File: src/rtl/clk_pkg.sv
// Shared types and constants for the clock divider controller.
package clk_pkg;

    typedef enum logic [2:0] {
        IDLE     = 3'd0,
        RUN      = 3'd1,
        WAIT_LOW = 3'd2,
        HOLD     = 3'd3,
        SETTLE   = 3'd4
    } state_e;

    localparam int unsigned MIN_PRESCALER_DEF     = 2;
    localparam int unsigned DEFAULT_PRESCALER_DEF = 4;

    // Odd ratios cannot give equal phases, so they apply as N-1.
    function automatic logic [31:0] even_ratio(input logic [31:0] n);
        return n & ~32'd1;
    endfunction

endpackage

File: src/rtl/clk_div_ctrl_if.sv
// Prescaler configuration handshake between a host and the controller.
interface clk_div_ctrl_if;
    logic        cfg_valid;
    logic [31:0] cfg_prescaler;
    logic        cfg_ready;
    logic        cfg_err;

    modport master (output cfg_valid, cfg_prescaler, input  cfg_ready, cfg_err);
    modport slave  (input  cfg_valid, cfg_prescaler, output cfg_ready, cfg_err);
endinterface

File: src/rtl/clk_div_ctrl_div.sv
// Divider datapath: 50% duty divide-by-prescaler_i, output straight from a flop.
module clk_div (
    input  logic        clk_i,
    input  logic        rst_ni,
    input  logic        rise_en_i,
    input  logic [31:0] prescaler_i,
    output logic        clk_o
);
    logic [31:0] cnt_q;
    logic        out_q;
    logic [31:0] half_m1;

    assign half_m1 = (prescaler_i >> 1) - 32'd1;

    // A pending rise is held off while rise_en_i is low; falls are never blocked.
    always_ff @(posedge clk_i or negedge rst_ni) begin
        if (!rst_ni) begin
            cnt_q <= '0;
            out_q <= 1'b0;
        end else if (cnt_q == '0) begin
            if (out_q || rise_en_i) begin
                out_q <= ~out_q;
                cnt_q <= half_m1;
            end
        end else begin
            cnt_q <= cnt_q - 32'd1;
        end
    end

    assign clk_o = out_q;
endmodule

File: src/rtl/clk_div_ctrl.sv
// Sequencer for a glitch-free reprogrammable clock divider.
//   state    | meaning
//   IDLE     | divider in reset, clk_out low, configs apply directly
//   RUN      | divider running
//   WAIT_LOW | finishing the current high phase before stopping
//   HOLD     | one cycle in reset, pending ratio applied
//   SETTLE   | SETTLE_CYCLES cycles in reset before restarting
module clk_div_ctrl
    import clk_pkg::*;
#(
    parameter int unsigned MIN_PRESCALER     = MIN_PRESCALER_DEF,
    parameter int unsigned DEFAULT_PRESCALER = DEFAULT_PRESCALER_DEF,
    parameter int unsigned SETTLE_CYCLES     = 2
) (
    input  logic          clk_in,
    input  logic          arst_n,
    input  logic          enable,
    clk_div_ctrl_if.slave cfg,
    output logic          busy,
    output logic [31:0]   active_prescaler,
    output logic          clk_out
);
    localparam int unsigned   SW          = (SETTLE_CYCLES > 1) ? $clog2(SETTLE_CYCLES) : 1;
    localparam logic [SW-1:0] SETTLE_LOAD = SW'(SETTLE_CYCLES - 1);

    state_e        state_q, state_d;
    logic [31:0]   active_q, active_d, pend_q, pend_d;
    logic          reload_q, reload_d, err_q, err_d, run_q, run_d;
    logic [SW-1:0] settle_q, settle_d;
    logic          cfg_ready, accept, cfg_bad, cfg_good;
    logic          rise_en, div_rst_n, div_out;

    assign accept   = cfg.cfg_valid && cfg_ready;
    assign cfg_bad  = accept && (cfg.cfg_prescaler < 32'(MIN_PRESCALER));
    assign cfg_good = accept && !cfg_bad;

    always_ff @(posedge clk_in or negedge arst_n) begin
        if (!arst_n) state_q <= IDLE;
        else         state_q <= state_d;
    end

    always_comb begin
        state_d = state_q;
        case (state_q)
            IDLE:     if (enable) state_d = SETTLE;
            RUN:      if (cfg_good || !enable) state_d = WAIT_LOW;
            WAIT_LOW: if (!div_out) state_d = (reload_q && enable) ? HOLD : IDLE;
            HOLD:     state_d = enable ? SETTLE : IDLE;
            SETTLE: begin
                if (!enable)               state_d = IDLE;
                else if (settle_q == '0)   state_d = RUN;
            end
            default:  state_d = IDLE;
        endcase
    end

    always_comb begin
        cfg_ready = (state_q == IDLE) || (state_q == RUN);
        busy      = (state_q == WAIT_LOW) || (state_q == HOLD) || (state_q == SETTLE);
        rise_en   = (state_q != WAIT_LOW);
    end

    // run_q is a flop so the divider reset never sees decode glitches.
    always_comb begin
        active_d = active_q;
        pend_d   = pend_q;
        reload_d = reload_q;
        settle_d = settle_q;
        err_d    = cfg_bad;
        run_d    = (state_d == RUN) || (state_d == WAIT_LOW);
        case (state_q)
            IDLE: begin
                if (reload_q) begin
                    active_d = pend_q;
                    reload_d = 1'b0;
                end
                if (cfg_good) active_d = even_ratio(cfg.cfg_prescaler);
            end
            RUN: begin
                if (cfg_good) begin
                    pend_d   = even_ratio(cfg.cfg_prescaler);
                    reload_d = 1'b1;
                end
            end
            HOLD: begin
                active_d = pend_q;
                reload_d = 1'b0;
            end
            SETTLE: if (settle_q != '0) settle_d = settle_q - SW'(1);
            default: begin end
        endcase
        if (state_d == SETTLE && state_q != SETTLE) settle_d = SETTLE_LOAD;
    end

    always_ff @(posedge clk_in or negedge arst_n) begin
        if (!arst_n) begin
            active_q <= 32'(DEFAULT_PRESCALER);
            pend_q   <= '0;
            reload_q <= 1'b0;
            err_q    <= 1'b0;
            run_q    <= 1'b0;
            settle_q <= '0;
        end else begin
            active_q <= active_d;
            pend_q   <= pend_d;
            reload_q <= reload_d;
            err_q    <= err_d;
            run_q    <= run_d;
            settle_q <= settle_d;
        end
    end

    assign div_rst_n        = arst_n & run_q;
    assign cfg.cfg_ready    = cfg_ready;
    assign cfg.cfg_err      = err_q;
    assign active_prescaler = active_q;

    clk_div u_div (
        .clk_i       (clk_in),
        .rst_ni      (div_rst_n),
        .rise_en_i   (rise_en),
        .prescaler_i (active_q),
        .clk_o       (div_out)
    );

    assign clk_out = div_out;
endmodule

File: src/flat_wrapper.sv
// flat-port wrapper written by rule: the top's interface ports become plain ports
module clk_div_ctrl_flat import clk_pkg::*;
#(
    parameter int unsigned MIN_PRESCALER     = MIN_PRESCALER_DEF,
    parameter int unsigned DEFAULT_PRESCALER = DEFAULT_PRESCALER_DEF,
    parameter int unsigned SETTLE_CYCLES     = 2
)
  (clk_in, arst_n, enable, busy, active_prescaler, clk_out, cfg_cfg_valid, cfg_cfg_prescaler, cfg_cfg_ready, cfg_cfg_err);
  clk_div_ctrl_if cfg_i ();
  input  logic clk_in;
  input  logic arst_n;
  input  logic enable;
  output logic busy;
  output logic [31:0] active_prescaler;
  output logic clk_out;
  input wire logic [$bits(cfg_i.cfg_valid)-1:0] cfg_cfg_valid;
  input wire logic [$bits(cfg_i.cfg_prescaler)-1:0] cfg_cfg_prescaler;
  output wire logic [$bits(cfg_i.cfg_ready)-1:0] cfg_cfg_ready;
  output wire logic [$bits(cfg_i.cfg_err)-1:0] cfg_cfg_err;
  assign cfg_i.cfg_valid = cfg_cfg_valid;
  assign cfg_i.cfg_prescaler = cfg_cfg_prescaler;
  assign cfg_cfg_ready = cfg_i.cfg_ready;
  assign cfg_cfg_err = cfg_i.cfg_err;
  clk_div_ctrl #(.MIN_PRESCALER(MIN_PRESCALER), .DEFAULT_PRESCALER(DEFAULT_PRESCALER), .SETTLE_CYCLES(SETTLE_CYCLES)) u_core (.clk_in(clk_in), .arst_n(arst_n), .enable(enable), .cfg(cfg_i), .busy(busy), .active_prescaler(active_prescaler), .clk_out(clk_out));
endmodule
File: config.mk
export PLATFORM = sky130hd
export DESIGN_NAME = clk_div_ctrl_flat
export DESIGN_NICKNAME = d
export VERILOG_FILES = /design/src/rtl/clk_pkg.sv /design/src/rtl/clk_div_ctrl_if.sv /design/src/rtl/clk_div_ctrl_div.sv /design/src/rtl/clk_div_ctrl.sv /design/src/flat_wrapper.sv
export SDC_FILE = /design/constraint.sdc
export NUM_CORES = 1
export LEC_CHECK = 0
export BUFFER_PORTS_ARGS = -buffer_cell sky130_fd_sc_hd__buf_4
export CORE_MARGIN = 2
export CORE_UTILIZATION = 53
export DETAILED_ROUTE_END_ITERATION = 7
export MAX_ROUTING_LAYER = met4
export PLACE_DENSITY = 0.77
export REMOVE_ABC_BUFFERS = 1
export SYNTH_ARGS = -nofsm -noshare
export SYNTH_HDL_FRONTEND = slang
export SYNTH_HIERARCHICAL = 1
export SYNTH_SLANG_ARGS = --single-unit
File: constraint.sdc
create_clock -name clk_in -period 1.15 [get_ports clk_in]
set_input_delay 0.23 -clock clk_in [delete_from_list [all_inputs] [get_ports clk_in]]
set_output_delay 0.23 -clock clk_in [all_outputs]
set_load 0.01 [all_outputs]
## After elaboration in Yosys (flattened, before gate mapping)

Index checks and enable logic that the tools add are counted.

- Bits in registers: 103
- Input bits: 36
- Output and inout bits: 36
- Word-level logic and storage cells: 68

- Add/subtract/negate cells: 3
- $lt $le $gt $ge: 1
- Equality and inequality tests: 12
- Mux-type cells: 18
- Bitwise operators: 2
- Reductions and logical operators: 23

Operators by type and width:

| cell | count |
|---|---|
| $mux 32 | 4 |
| $pmux 32 s2 | 1 |
| $logic_not 32->1 | 1 |
| $lt 32x2->1 const B | 1 |
| $sub 31x1->32 const B | 1 |
| $sub 32x1->32 const B | 1 |
| $mux 3 | 6 |
| $pmux 3 s5 | 1 |
| $eq 3x2->1 const B | 3 |
| $reduce_and 2->1 | 4 |
| $eq 3x1->1 const B | 2 |
| $eq 3x3->1 const B | 2 |
| $logic_or 1x1->1 | 6 |
| $reduce_bool 2->1 | 3 |
| $logic_and 1x1->1 | 5 |
| $mux 1 | 4 |
| $ne 2x1->1 const B | 2 |
| $logic_not 3->1 | 1 |
| $ne 3x1->1 const B | 1 |
| $ne 3x2->1 const B | 1 |
| $ne 3x3->1 const B | 1 |
| $logic_not 1->1 | 2 |
| $mux 2 | 1 |
| $pmux 1 s2 | 1 |
| other kinds (4) | 4 |

## Longest topological paths before layout

- Depth in word-level cells: 12
- Mapped depth: 17
- Mapped depth without buffers: 12

## Hierarchy

The synthesis kept the hierarchy.

Modules (own cells, without submodules):

| module | times used | cells an instance | area an instance (um^2) | sequential area each (um^2) |
|---|---|---|---|---|
| clk_div_ctrl | 1 | 265 | 3080.5 | 1727.9 |
| clk_div | 1 | 312 | 2557.5 | 825.8 |

## Worst setup path before layout

OpenSTA, ideal clock, no wires.

- Path type: reg2reg
- From: register u_core.u_div.cnt_q[19]
- To: register u_core.u_div.cnt_q[24]
- Setup time: 0.125 ns
- Arrival time: 3.892 ns
- Required time: 1.025 ns
- Setup slack: -2.866 ns
- Stages on the path, launching flop included: 18
- Buffers on the path: 5
- Clock period less this slack: 4.016 ns
- Path through: dfrtp_1 > buf_6 > nor4_1 > nand4_1 > nor3_4 > clkbuf_8 > clkbuf_1 > clkbuf_1 > a21oi_1 > ha_1 > or4b_4 > or4_4 > buf_6 > nor4_4 > mux2i_2 > or2_0 > nor4_2 > mux2_2

- Longest elaborated chain between the ends: 2
- Elaborated cells on any way between the ends: 4
- Classes of those cells: add/sub: 1; eq/ne: 1; mux: 1; reduce/logical: 1

RTL lines:

| what | line | RTL |
|---|---|---|
| start: declaration | clk_div_ctrl_div.sv:9 | `logic [31:0] cnt_q;` |
| start signal: assignment | clk_div_ctrl_div.sv:23 | `cnt_q <= half_m1;` |
| start signal: assignment | clk_div_ctrl_div.sv:26 | `cnt_q <= cnt_q - 32'd1;` |
| $sub 32x1->32 / $logic_not 32->1 (equally long branches) | clk_div_ctrl_div.sv:26, clk_div_ctrl_div.sv:20 |  |
| $mux 32 / $ne 2x1->1 (equally long branches) | -- |  |

Several ways; a longest one is shown, not always the timed one.
A chain may end at the register's enable or synchronous reset.

## Final worst setup path

- From: register u_core.u_div.cnt_q[0]
- To: register u_core.u_div.cnt_q[14]

Same word-level chain as after synthesis.

==> results.json <==
{
  "ios": 72,
  "cp_max_fo": 4,
  "rsz0062_at_grt": "yes",
  "power_uw": 22800,
  "synth_warnings": 6,
  "period_share_pct": 343,
  "drive_gt1_share_pct": 55.7,
  "clk_latency_ns": 0.42,
  "clockBufferDepth": 2,
  "ir_drop_v": 0.00171,
  "grt-ovfl-total": 0,
  "switching_power_uw": 10100,
  "setup_ws_ns": -2.79,
  "max_stage_delay_ns": 0.49,
  "ys.flop_type": "dfrtp_1",
  "maxCapViolCount": 1,
  "drtPass1Iterations": 8,
  "power.share.combinational_pct": 61.0,
  "async_flop_share_pct": 100,
  "required_ns": 1.42,
  "area_growth_pct": 66.8,
  "cts_tree": "built",
  "fin_util_pct": 91.1,
  "cts_made_buffers": 9,
  "vias": 7756,
  "maxSlewHeadroom_pct": -1.04,
  "grt_max_degree": 44,
  "cts_root_buf": "clkbuf_8",
  "path_cells": "nor3_1 > nand2_1 > nor3_4 > a21oi_2 > ha_2 > or4b_4 > or4_4 > nor4_4 > mux2i_2 > buf_4 > buf_4 > buf_6 > mux2i_1 > a21oi_1",
  "pwr-share-clk_pct": 10.6,
  "period_minus_slack_ns": 3.94,
  "hold_class": "in -> reg",
  "wl_per_cell_microns": 34.3,
  "finClkSkew_ns": 0.0239,
  "synth_area_sq_um": 5640,
  "port_buffers": 69,
  "final_hold_viol_count": 0,
  "cp.arrival_ns": 4.21,
  "slew_viol_final": 2,
  "drt-initial-drc-count": 1808,
  "gp_congestion": 0.921,
  "die_w_microns": 107,
  "critPathSlowestCell": "or4b_4",
  "ant_nets": 0,
  "antenna_cells": 0,
  "cp-end-kind": "flop",
  "viasPerCell": 7.76,
  "leakage_uw": 0.00422,
  "syn_area_per_cell_sq_um": 9.77,
  "power_frac_seq_pct": 28.4,
  "synth_seq_area_share_pct": 45.3,
  "synthTopCellsByArea": "dfrtp_1, o221a_2, mux2_1",
  "setup_viol": 137,
  "antenna_found_initial": 0,
  "grt_pass1_wl_microns": 41500,
  "ys_top_cells_by_count": "dfrtp_1, nor2_1, nand2_1, a21oi_1, o221a_2",
  "synth-seq-cells": 102,
  "dp_hpwl_microns": 13600,
  "initial_utilization_pct": 54.6,
  "grt_usage_pct": 49.7,
  "synth_edf_count": 0,
  "clk_pin_slew_ns": 0.13,
  "drc_errors": 165,
  "synth.most_common_cell": "dfrtp_1",
  "yosysUniqueCellTypes": 72,
  "synth.largest_area_cell": "dfrtp_1",
  "finish.net_count": 896,
  "outcome": "finished with violations",
  "grt_pass1_vias": 7166,
  "fp.dieArea_sq_um": 11500,
  "p_sw_share_pct": 44.2,
  "worstMarginPinSlew_ns": 1.50,
  "power.density_nw_per_um2": 2430,
  "crit_top_cell": "buf_4",
  "fmax_ghz": 0.254,
  "die_h_microns": 107,
  "synthCells": 577,
  "setup.worst_path.class": "reg -> reg",
  "violations": "DRC, capacitance limit, slew limit, setup timing",
  "fp-row-count": 37,
  "finalWirelength_microns": 34300,
  "cts_sinks": 102,
  "fill_cells": 307,
  "internal_power_uw": 12700,
  "startpoint_type": "flop",
  "h-tree-depth": 3,
  "core-area_sq_um": 10300,
  "synth.top_cell.area_share_pct": 44.8
}
-- placed cells by master (no fill, tap or decap), types with 15 or more instances in the layout --
cell and instances:
nor2_4 19, nor2_1 62, a21oi_1 32, buf_4 202, nor3_1 18, o21ai_0 15, dfrtp_1 99, o221a_4 31
nor4_1 17, nand2_1 38, buf_6 84, mux2_4 31
-- worst max-delay path: cells and delay by family (launching register included) --
family,cells,cell delay (ns)
multiplexers,2,0.31
buffers and inverters,3,0.43
adder cells (fa/ha/maj),1,0.24
flip-flops,1,0.47
AO/OA/AOI/OAI,2,0.61
AND/OR/NAND/NOR,6,1.74
-- metrics by stage --
stage	instances	worst slack (ns)	setup TNS, ns	hold slack, ns	area, sq um
after global placement	941	-2.08	-118.22	0.221	7640
after global routing	1000	-2.74	-136.16	0.0928	9410
after CTS	980	-2.16	-98.02	0.0975	8970
after floorplan	545	-2.77	-158.90	-0.0656	5430
after detailed placement	941	-2.24	-120.13	0.229	7640
final	1000	-2.79	-135.63	0.0963	9410
-- per-layer routing --
metal / GRT usage [%] / share of wire (%) / up-vias
met2: 76.7 / 40 / 1100
met5: - / 0 / -
li1: - / - / 2701
met4: 30.9 / 12 / 0
met1: 57.7 / 32 / 3461
met3: 13.6 / 16 / 494
-- power by group through the flow --
stage | sequential (uW) | combinational, uW | clock, uW
final | 6490 | 13900 | 2420
after floorplan | 6310 | 2970 | 0
after global routing | 6490 | 13900 | 2490
after detailed placement | 5770 | 7950 | 0
after global placement | 5650 | 7670 | 0
after CTS | 5900 | 10700 | 2170
-- final timing paths --
path	end	slack [ns]	cells past startpoint	startpoint
min in group asynchronous	u_core/active_prescaler[6]$_DFFE_PN0P_	0.36	3	arst_n
max in group asynchronous	u_core/active_prescaler[30]$_DFFE_PN0P_	0.33	3	arst_n
hold reg to reg	u_core/u_div/clk_o$_DFFE_PN0P_	0.37	2	u_core/run_q$_DFF_PN0_
setup / recovery	u_core/u_div/cnt_q[14]$_DFFE_PN0P_	-2.79	14	u_core/u_div/cnt_q[0]$_DFFE_PN0P_
hold / removal	u_core/pend_q[24]$_DFFE_PN0P_	0.1	2	cfg_cfg_prescaler[24]
setup reg to reg	u_core/u_div/cnt_q[14]$_DFFE_PN0P_	-2.79	14	u_core/u_div/cnt_q[0]$_DFFE_PN0P_
-- final cells by class --
type	instances	area, sq um	share of cell area, %
Clock buffer	9	124	1.32
Inverter	12	45.0	0.479
Sequential cell	102	2560	27.2
Multi-Input combinational cell	431	3680	39.1
Timing Repair Buffer	303	2780	29.5
Clock inverter	7	55.1	0.585
Tap cell	136	170	1.81
-- state kept, by name, summed over array words and instances, names as in the netlist --
name,flops
u_core/u_div/cnt_q,32
u_core/active_prescaler,31
u_core/pend_q,31
u_core/state_q,3
u_core/cfg.cfg_err,1
u_core/reload_q,1
u_core/run_q,1
u_core/settle_q,1
u_core/u_div/clk_o,1
-- cell families after synthesis --
logic type	count (synthesis)	synth area share [%]
simple gates	243	22.3
compound gates	132	17.6
flops	102	45.3
buf+inv	44	4.42
mux	43	8.46
xor+xnor	11	1.71
fa+ha+maj	1	0.222
other cells	1	0.0665
-- repair_timing --
action | CTS | global route
resized for setup | 192 | 106
endpoints found under the setup margin | 136 | 137
hold buffers | 1 | 0
pin swaps | 27 | 20
endpoints found under the hold margin | 85 | 0
setup buffers | 22 | 42
gates cloned | 4 | 1
No activity file was read; power rests on OpenSTA's default activity.
